$ cat src/rtl/alu_nbit.sv
// N-bit ALU with a valid/ready handshake and a registered result and flags.
// A multiply takes WIDTH shift-add cycles; every other op completes in one cycle.
module alu_nbit #(
   parameter int WIDTH = 8
) (
   input  logic             clk,
   input  logic             reset,
   input  logic             in_valid,
   output logic             in_ready,
   input  logic [2:0]       op,
   input  logic [WIDTH-1:0] A,
   input  logic [WIDTH-1:0] B,
   input  logic             carry_in,
   output logic             out_valid,
   input  logic             out_ready,
   output logic [WIDTH-1:0] result,
   output logic             carry_out,
   output logic             overflow,
   output logic             zero,
   output logic             negative
);

   localparam logic [2:0] OP_ADD = 3'b000;
   localparam logic [2:0] OP_SUB = 3'b001;
   localparam logic [2:0] OP_AND = 3'b010;
   localparam logic [2:0] OP_OR  = 3'b011;
   localparam logic [2:0] OP_XOR = 3'b100;
   localparam logic [2:0] OP_MUL = 3'b101;
   localparam logic [2:0] OP_SLT = 3'b110;

   localparam int CW = (WIDTH > 1) ? $clog2(WIDTH) : 1;
   localparam logic [CW-1:0] LAST_STEP = CW'(WIDTH - 1);

   typedef enum logic [1:0] {
      IDLE,
      MUL,
      HOLD
   } state_t;

   state_t               state_reg;
   logic                 in_ready_reg;
   logic                 out_valid_reg;
   logic [WIDTH-1:0]     result_reg;
   logic                 carry_out_reg;
   logic                 overflow_reg;
   logic                 zero_reg;
   logic                 negative_reg;

   logic [2*WIDTH-1:0]   mul_prod_reg;
   logic [2*WIDTH-1:0]   mul_mcand_reg;
   logic [WIDTH-1:0]     mul_mplier_reg;
   logic [CW-1:0]        mul_cnt_reg;
   logic [2*WIDTH-1:0]   mul_prod_next;

   logic [WIDTH-1:0]     and_bits;
   logic [WIDTH-1:0]     or_bits;
   logic [WIDTH-1:0]     xor_bits;

   logic [WIDTH-1:0]     b_eff;
   logic                 c_eff;
   logic [WIDTH:0]       sum_full;
   logic                 add_ovf;
   logic                 slt_bit;
   logic [WIDTH-1:0]     alu_result_next;
   logic                 alu_carry_next;
   logic                 alu_ovf_next;

   genvar gi;
   generate
      for (gi = 0; gi < WIDTH; gi++) begin : g_bitwise
         assign and_bits[gi] = A[gi] & B[gi];
         assign or_bits[gi]  = A[gi] | B[gi];
         assign xor_bits[gi] = A[gi] ^ B[gi];
      end
   endgenerate

   // SUB reuses the adder as A + ~B + 1; carry_in only matters for ADD.
   always_comb begin
      b_eff           = (op == OP_SUB) ? ~B : B;
      c_eff           = (op == OP_SUB) ? 1'b1 : ((op == OP_ADD) ? carry_in : 1'b0);
      sum_full        = {1'b0, A} + {1'b0, b_eff} + {{WIDTH{1'b0}}, c_eff};
      add_ovf         = (A[WIDTH-1] == b_eff[WIDTH-1]) && (sum_full[WIDTH-1] != A[WIDTH-1]);
      slt_bit         = $signed(A) < $signed(B);
      alu_result_next = '0;
      alu_carry_next  = 1'b0;
      alu_ovf_next    = 1'b0;
      case (op)
         OP_ADD, OP_SUB: begin
            alu_result_next = sum_full[WIDTH-1:0];
            alu_carry_next  = sum_full[WIDTH];
            alu_ovf_next    = add_ovf;
         end
         OP_AND:  alu_result_next = and_bits;
         OP_OR:   alu_result_next = or_bits;
         OP_XOR:  alu_result_next = xor_bits;
         OP_SLT:  alu_result_next = {{(WIDTH-1){1'b0}}, slt_bit};
         default: alu_result_next = '0;
      endcase
   end

   assign mul_prod_next = mul_prod_reg + (mul_mplier_reg[0] ? mul_mcand_reg : '0);

   always_ff @(posedge clk) begin
      if (reset) begin
         state_reg      <= IDLE;
         in_ready_reg   <= 1'b1;
         out_valid_reg  <= 1'b0;
         result_reg     <= '0;
         carry_out_reg  <= 1'b0;
         overflow_reg   <= 1'b0;
         zero_reg       <= 1'b0;
         negative_reg   <= 1'b0;
         mul_prod_reg   <= '0;
         mul_mcand_reg  <= '0;
         mul_mplier_reg <= '0;
         mul_cnt_reg    <= '0;
      end else begin
         case (state_reg)
            IDLE: begin
               if (in_valid) begin
                  in_ready_reg <= 1'b0;
                  if (op == OP_MUL) begin
                     mul_prod_reg   <= '0;
                     mul_mcand_reg  <= {{WIDTH{1'b0}}, A};
                     mul_mplier_reg <= B;
                     mul_cnt_reg    <= '0;
                     state_reg      <= MUL;
                  end else begin
                     result_reg    <= alu_result_next;
                     carry_out_reg <= alu_carry_next;
                     overflow_reg  <= alu_ovf_next;
                     zero_reg      <= (alu_result_next == '0);
                     negative_reg  <= alu_result_next[WIDTH-1];
                     out_valid_reg <= 1'b1;
                     state_reg     <= HOLD;
                  end
               end
            end
            MUL: begin
               mul_prod_reg   <= mul_prod_next;
               mul_mcand_reg  <= mul_mcand_reg << 1;
               mul_mplier_reg <= mul_mplier_reg >> 1;
               mul_cnt_reg    <= mul_cnt_reg + 1'b1;
               if (mul_cnt_reg == LAST_STEP) begin
                  result_reg    <= mul_prod_next[WIDTH-1:0];
                  carry_out_reg <= 1'b0;
                  overflow_reg  <= |mul_prod_next[2*WIDTH-1:WIDTH];
                  zero_reg      <= (mul_prod_next[WIDTH-1:0] == '0);
                  negative_reg  <= mul_prod_next[WIDTH-1];
                  out_valid_reg <= 1'b1;
                  state_reg     <= HOLD;
               end
            end
            HOLD: begin
               if (out_ready) begin
                  out_valid_reg <= 1'b0;
                  in_ready_reg  <= 1'b1;
                  state_reg     <= IDLE;
               end
            end
            default: begin
               out_valid_reg <= 1'b0;
               in_ready_reg  <= 1'b1;
               state_reg     <= IDLE;
            end
         endcase
      end
   end

   assign in_ready  = in_ready_reg;
   assign out_valid = out_valid_reg;
   assign result    = result_reg;
   assign carry_out = carry_out_reg;
   assign overflow  = overflow_reg;
   assign zero      = zero_reg;
   assign negative  = negative_reg;

endmodule
$ cat config.mk
export PLATFORM = sky130hd
export DESIGN_NAME = alu_nbit
export DESIGN_NICKNAME = d
export VERILOG_FILES = /design/src/rtl/alu_nbit.sv
export SDC_FILE = /design/constraint.sdc
export NUM_CORES = 1
export LEC_CHECK = 0
export BUFFER_PORTS_ARGS = -buffer_cell sky130_fd_sc_hd__buf_2
export CELL_PAD_IN_SITES_DETAIL_PLACEMENT = 1
export CELL_PAD_IN_SITES_GLOBAL_PLACEMENT = 2
export CORE_MARGIN = 2
export CORE_UTILIZATION = 36
export DETAILED_ROUTE_END_ITERATION = 8
export GPL_ROUTABILITY_DRIVEN = 0
export PLACE_DENSITY = 0.77
export SLEW_MARGIN = 0
export SYNTH_ARGS = -nofsm -noshare
export SYNTH_HDL_FRONTEND = slang
export SYNTH_SLANG_ARGS = --single-unit
export TNS_END_PERCENT = 50
$ cat constraint.sdc
create_clock -name clk -period 5 [get_ports clk]
set_clock_uncertainty 0.1 [all_clocks]
set_input_delay 0.5 -clock clk [delete_from_list [all_inputs] [get_ports clk]]
set_output_delay 0.5 -clock clk [all_outputs]
set_load 0.02 [all_outputs]
# == Yosys cells after proc, flatten, opt, wreduce, memory -nomap -nowiden ==
# Index checks and enable logic that the tools add are counted.
# classes
n_addsub,4
n_mul,0
div,0
magnitude_cmp,1
n_eq_ne,16
n_shift,0
muxes,52
bitwise,26
reduce_logical,13
# ops
operator,count
$mux 16,5
$pmux 16 s2,2
$mux 8,6
$pmux 8 s5,1
$pmux 8 s2,2
$mux 1,22
$add 16x16->16,1
$logic_not 8->1,2
$eq 3x3->1 const B,4
$ne 2x2->1 const B,5
$add 8x8->9,1
$add 9x1->9,1
$reduce_and 3->1,3
$and 1x1->1,8
$lt 8x8->1,1
$mux 2,4
$not 8->8,1
$or 1x1->1,8
$pmux 1 s2,4
$reduce_and 4->1,2
$reduce_or 8->1,1
$xor 1x1->1,8
$eq 3x2->1 const B,2
$mux 3,2
other kinds (15),16
# totals
reg_bits,59
latchBits,0
ram_bits,0
romBits,0
inputBits,24
output_inout_bits,14
wordCells,124
n_memories,0

# == Logic depth before layout (Yosys ltp) ==
# Gate-level depths: netlist of the first run.
# depth
word_depth,10
depth_mapped,15
depth_no_buf,14

# == Worst setup path after synthesis of the first run ==
# Ideal clock, no wire load.
# synth_timing
kind,input port to flip-flop
from,input port op[1]
to,register zero_reg (netlist: zero)
setup_ps,74
arrival_time_ps,4005
required_time_ps,4826
path_slack_ps,820
cell_stages,15
n_path_buf,1
cell_sequence,buf_2 -> inv_1 -> nand2_1 -> nor2_1 -> xnor2_1 -> fa_1 -> fa_1 -> a21o_2 -> a21oi_1 -> o21bai_1 -> a21oi_1 -> xor2_1 -> o21ai_0 -> or4_1 -> a31oi_1
# synth_between
elab_chain_len,9
elab_cells_between_ends,20
cone_classes,add/sub (2); eq/ne (7); mux (7); reduce/logical (4)
# synth_rtl
item,line,rtl
from (decl),10,"input logic [2:0] op,"
$eq 3x1->1 / $logic_not 3->1 (equally long branches),"79, 80, 87",
$mux 8 / $mux 1 (equally long branches),"79, 80",
$add 8x8->9 / $mux 1 (equally long branches),"81, 80",
$add 9x1->9,81,"sum_full = {1'b0, A} + {1'b0, b_eff} + {{WIDTH{1'b0}}, c_eff};"
$pmux 8 s5,87,case (op)
$logic_not 8->1,132,zero_reg <= (alu_result_next == '0);
$mux 1,122,if (op == OP_MUL) begin
$mux 1,120,if (in_valid) begin
$pmux 1 s2,118,case (state_reg)
to (signal assigned),132,
to (signal assigned),148,zero_reg <= (mul_prod_next[WIDTH-1:0] == '0);
to (decl),46,logic zero_reg;
# Several ways; a longest one is shown, not always the timed one. The select of a mux whose other input is x is not followed.
# A chain may end at the register's enable or synchronous reset.

# == Worst setup path in the final report of the first run ==
# Ends and elaborated chain as after synthesis.

==> results.md, run 1 <==
- Post-Route Setup TNS: 0 ns
- Post-synth top cells: 68 x nor2_1, 60 x nand2_1, 58 x dfxtp_1, 48 x ha_1, 42 x a21oi_1
- Maxcap violations: 0
- Final setup viols: 0
- Routed Antenna Nets: 0
- DRC viols: 0
- Mapped Area: 4190 um^2
- TritonCTS clock tree: yes
- Via count: 3,855
- Gr usage total: 21.6%
- Share of cells above drive strength 1: 11.3%
- Max Clk Rate: 257 MHz
- Post-Route WL: 12,700 um
- First-pass DRT Iterations: 4
- Worst slew margin: 20.0%
- Place WS: 0.759 ns
- Critical Path Source Type: input port
- Netlist cell types: 54
- WHS Endpoint: result[3]$_SDFFE_PP0P_
- Yosys warns: 0
- Largest net degree at the start of global routing: a little under 60
- FF+latch count, synth: 58
- Setup slack, reg-to-reg: about 1.3 ns
- Period utilisation layout: 77.9%
- Worst Setup End Kind: register
- Initial Util: 36.8%
- Syn Area/Cell: 7.90 um^2
- Status: complete, no violations
- Worst path slowest cell: or4_1
- Hold Crit Start: result[3]$_SDFFE_PP0P_
- Crit path DAT: slightly above 4 ns
- Final hold vios: 0
- Worst R2R End: overflow$_SDFFE_PP0P_
- Area post-placement: 4460 um^2
- Yosys top cell by area: dfxtp_1
- Vias in the first global route: 4,086
- WS Path Type: in2reg
- RSZ-0062 raised after global routing: false
- Die width: 112 um
- Post-synth EDFFs: 0
- CTS hold repair buffers: 0
- Crit-path max cell delay: 0.54 ns
- Clock transition at path regs: roughly 0.050 ns
- Initial antenna violation count: 0
- Register area share after synthesis: 27.7%
- HP Class: reg2reg
- Peak VDD IR: 0.168 mV
- First-pass GRT wire length: 21,800 um
- DP HPWL: 9580 um
- Measured slew at the worst slew-check pin: 1.20 ns
- Crit path cell chain: buf_2 -> inv_1 -> nand2_1 -> nor2_1 -> buf_4 -> xnor2_1 -> fa_1 -> fa_1 -> a21o_2 -> a21oi_1 -> o21bai_1 -> a21oi_1 -> xor2_1 -> o21ai_0 -> or4_1 -> a31oi_1
- Final net count: 627
- WP data required: 5.15 ns
- Port Buf Inserts: 37
- Worst r2r src: mul_mplier_reg[0]$_SDFFE_PP0P_
- Clk_lat worst skew: 0.33 ns
- Mean number of vias per cell: roughly 5.5
- Final instance area: 4730 um^2
- Worst Hold Path Cells: 2
- Time the worst path needs with I/O delays and setup: about 3.9 ns
- Io pins: 38
- Diodes inserted: 0
- Die height: between 100 and 150 um
- Row count: 39
- Postcts setup bufs: 0
- Worst-case reg-to-reg path depth: 11
- CTS Buf Count: 9
- Drt first-iter violations: 198
- Cells after synthesis: 530
- WL/cell: approximately 18 um
- Leakage: 2.03 nW
- Slew Viols, Final: 0
- Setup slack after layout: 1.11 ns
- Cell with the most instances after synthesis: nor2_1
- Sinks on the clock net: between 50 and 60
- Cell Pwr Density: 270 nW/um^2
- Clock tree buffer depth: 2
- Synth area leaders: dfxtp_1 28%, ha_1 14%, nor2_1 6.1%, nand2_1 5.4%, a21oi_1 5.0%
- Grt total ovfl: 0
- Syn Nets: 605
- CTS H-tree depth: 3
- CORE AREA: 11,400 um^2
- Clk root buf: clkbuf_16
- Synth top area share: 27.7%
- PostCTS Resize Cnt: 0
- Area grow syn2layout: 13.0%
- Post-synth top flop: dfxtp_1
- Finished Layout Cells: 700
- CP max FO: 11
- Die area: 12,500 um^2
- Minimum hold slack: around 0.35 ns
- Placed cell count: between 600 and 700
- Async set or reset register ratio after synthesis: 0%
[worst max path at each step]
stage	to	startpoint
floorplan	zero$_SDFFE_PP0P_	op[1]
global placement	zero$_SDFFE_PP0P_	op[1]
detailed placement	zero$_SDFFE_PP0P_	op[1]
CTS	zero$_SDFFE_PP0P_	op[1]
global route	zero$_SDFFE_PP0P_	op[1]
finish	zero$_SDFFE_PP0P_	op[1]
[cells in the final DEF (no fill, tap or decap), types with 12 or more instances in the layout]
cell type  instances
buf_2             37
a21oi_1           42
nand2_1           60
dfxtp_1           58
inv_1             27
o21ai_0           12
ha_1              48
xnor2_1           24
a311oi_1          14
nor2_1            67
a22oi_1           23
and2_1            17
[per-stage QoR]
stage	total power, mW	utilization, %
2_1_floorplan	0.644	-
3_3_place_gp	0.714	39.2
3_5_place_dp	0.721	39.2
4_1_cts	1.29	41.6
5_1_grt	1.35	41.6
6_report	1.28	41.6
[worst max-delay path, delay by kind of cell]
kind            cells  cell delay, ns
compound gates      6            1.05
simple gates        3            0.85
fa+ha+maj           2            0.84
buf+inv             3            0.54
xor+xnor            2            0.25
[power by group]
group,switching [mW],total (mW),internal [mW]
Clock,0.224,0.569,0.346
Combinational,0.140,0.221,0.0806
Sequential,0.0128,0.490,0.478
Total,0.376,1.28,0.904
[metal layers]
metal,share of wire [%],track usage (%),up-vias
li1,-,-,1925
met1,50,30.2,1851
met2,46,35.4,68
met3,3.3,3.21,11
met4,1.1,4.86,0
met5,0,0,-
[kinds of logic (layout without fill, tap and decap cells)]
family | Yosys count | after routing | synth area share (%)
buf+inv | 55 | 82 | 5.08
xor+xnor | 29 | 29 | 6.06
compound gates | 149 | 149 | 25.1
fa+ha+maj | 51 | 51 | 15.8
simple gates | 186 | 186 | 19.8
flops | 58 | 58 | 27.7
mux | 2 | 2 | 0.478
[cell type report]
| type | count | area (um^2) |
|---|---|---|
| clock buffers | 11 | 243 |
| clock inverters | 5 | 30.0 |
| fillers | 1394 | 6640 |
| inverters | 27 | 101 |
| multi-input cells | 417 | 2820 |
| flip-flops and latches | 58 | 1160 |
| well taps | 143 | 179 |
| repair buffers | 39 | 200 |
Note: power is estimated with default switching activity, not from simulation.
==> inputs of run 2 (changes only) <==
==> constraint.sdc (replaced) <==
create_clock -name clk -period 3.85 [get_ports clk]
set_clock_uncertainty 0.1 [all_clocks]
set_input_delay 0.385 -clock clk [delete_from_list [all_inputs] [get_ports clk]]
set_output_delay 0.385 -clock clk [all_outputs]
set_load 0.02 [all_outputs]
==> results.md, run 2 (synthesis gave the netlist of run 1 again) <==
- Cell Pwr Density: 368 nW/um^2 (was 270 nW/um^2)
- Drt first-iter violations: 130 (was 198)
- CTS hold repair buffers: 0 (unchanged)
- Area post-placement: 4580 um^2 (was 4460 um^2)
- Crit path DAT: 3.52 ns (was 4.04 ns)
- Clk root buf: clkbuf_16 (unchanged)
- Clock tree buffer depth: 2 (unchanged)
- Via count: 3,915 (was 3,855)
- Leakage: 2.12 nW (was 2.03 nW)
- Final instance area: 4900 um^2 (was 4730 um^2)
- Sinks on the clock net: 58 (unchanged)
- Post-Route Setup TNS: 0 ns (unchanged)
- Clk_lat worst skew: 0.33 ns (about the same)
- HP Class: in2reg (was reg2reg)
- Gr usage total: 21.0% (was 21.6%)
- Mean number of vias per cell: 5.49 (was 5.51)
- Vias in the first global route: 4,042 (was 4,086)
- Postcts setup bufs: 0 (unchanged)
- Commonest non-fill, non-tap cell in the layout: nor2_1 (unchanged)
- Largest net degree at the start of global routing: 59 (unchanged)
- Most frequent cells in the layout: 66 x nor2_1, 60 x nand2_1, 58 x dfxtp_1 (was 67 x nor2_1, 60 x nand2_1, 58 x dfxtp_1)
- Clock transition at path regs: 0.05 ns (about the same)
- WS Path Type: reg2reg (was in2reg)
- Period utilisation layout: 89.8%
- Initial Util: 36.8% (unchanged)
- Setup slack, reg-to-reg: 0.39 ns (was 1.31 ns)
- Die width: 112 um (unchanged)
- First-pass GRT wire length: 20,900 um (was 21,800 um)
- Crit path cell chain: and2_1 -> ha_1 -> fa_1 -> a21oi_1 -> o211ai_1 -> o22a_1 -> a2111oi_2 -> xnor2_1 -> nand3b_1 -> o41ai_1 -> buf_4 -> a211oi_1 (was buf_2 -> inv_1 -> nand2_1 -> nor2_1 -> buf_4 -> xnor2_1 -> fa_1 -> fa_1 -> a21o_2 -> a21oi_1 -> o21bai_1 -> a21oi_1 -> xor2_1 -> o21ai_0 -> or4_1 -> a31oi_1)
- Max Clk Rate: 289 MHz
- CTS H-tree depth: 3 (unchanged)
- Diodes inserted: 0 (unchanged)
- Final hold vios: 0 (unchanged)
- Slew Viols, Final: 0 (unchanged)
- Measured slew at the worst slew-check pin: 1.11 ns (was 1.20 ns)
- Die area: 12,500 um^2 (unchanged)
- Critical Path Source Type: register (was input port)
- CORE AREA: 11,400 um^2 (unchanged)
- WP data required: 3.91 ns (was 5.15 ns)
- First-pass DRT Iterations: 4 (unchanged)
- Minimum hold slack: 0.241 ns (was 0.351 ns)
- RSZ-0062 raised after global routing: false (unchanged)
- Share of cells above drive strength 1: 13.3% (was 11.3%)
- Routed Antenna Nets: 0 (unchanged)
- Post-Route WL: 12,600 um (was 12,700 um)
- PostCTS Resize Cnt: 0 (unchanged)
- Area grow syn2layout: 17.0% (was 13.0%)
- Status: complete, no violations (unchanged)
- Final setup viols: 0 (unchanged)
- WL/cell: 17.6 um (was 18.2 um)
- Top Family by Delay on Critical Path: compound AO/OA/AOI/OAI gates (unchanged)
- Die height: 112 um (unchanged)
- Maxcap violations: 0 (unchanged)
- Peak VDD IR: 0.251 mV (was 0.168 mV)
- Worst slew margin: 25.7% (was 20.0%)
- Worst path slowest cell: fa_1 (was or4_1)
- Final net count: 641 (was 627)
- Io pins: 38 (unchanged)
- TritonCTS clock tree: yes (unchanged)
- Time the worst path needs with I/O delays and setup: 3.46 ns
- DRC viols: 0 (unchanged)
- CP max FO: 13 (was 11)
- Setup slack after layout: 0.392 ns (was 1.11 ns)
- Grt total ovfl: 0 (unchanged)
- Crit-path max cell delay: 0.42 ns (was 0.54 ns)
- Place WS: 0.184 ns (was 0.759 ns)
- Port Buf Inserts: 37 (unchanged)
- Initial antenna violation count: 0 (unchanged)
- WP buf/inv: 1 (was 3)
- CTS Buf Count: 9 (unchanged)
- DP HPWL: 9550 um (was 9580 um)
- Row count: 39 (unchanged)
- Worst Setup End Kind: register (unchanged)
-- run 2: changes by cell type in the layout (fill, tap and decap cells not counted), sizes merged --
cell,delta
buf,+14
clkinv,-3
bufinv,+2
clkbuf,+2
clkinvlp,-2
-- run 2: cell type report --
cell class                 count  area (um^2)
clock buffer                  13          260
fill                        1407         6470
multi-input combinational    417         2830
sequential                    58         1160
inverter                      27          101
timing repair buffer          53          305
clock inverter                 2         60.1
tap                          143          179
-- run 2: tightest hold or removal path, stage by stage --
cell and delay (ns):
buf_2 0.11, a22oi_1 0.07, nor2_1 0.07
-- run 2: stage by stage --
stage               power (mW)  std cells  utilization, %
floorplan                0.838        530               -
global placement         0.933        698            40.3
detailed placement       0.943        698            40.3
CTS                       1.82        713            43.1
global route              1.89        713            43.1
finish                    1.80        713            43.1
-- run 2: final timing paths --
path	startpoint	to	depth (start not counted)
max	mul_mplier_reg[0]$_SDFFE_PP0P_	overflow$_SDFFE_PP0P_	12
min	B[7]	mul_mplier_reg[7]$_SDFFE_PP0P_	3
max reg2reg	mul_mplier_reg[0]$_SDFFE_PP0P_	overflow$_SDFFE_PP0P_	12
min reg2reg	result[6]$_SDFFE_PP0P_	result[6]$_SDFFE_PP0P_	2
-- run 2: power by group --
group          switching, mW  leakage (nW)  total, mW  internal, mW
Clock                  0.274         0.156      0.872         0.598
Combinational          0.180          1.50      0.293         0.113
Sequential            0.0164         0.470      0.637         0.621
Total                  0.471          2.12       1.80          1.33
-- run 2: per-layer routing --
| metal | track usage (%) | up-vias | wire length (um) | share of wire [%] |
|---|---|---|---|---|
| met5 | 0 | - | 0 | 0 |
| met3 | 4.08 | 14 | 380 | 3.0 |
| met1 | 28.4 | 1897 | 6230 | 50 |
| met4 | 5.76 | 0 | 167 | 1.3 |
| met2 | 34.3 | 53 | 5810 | 46 |
| li1 | - | 1951 | - | - |
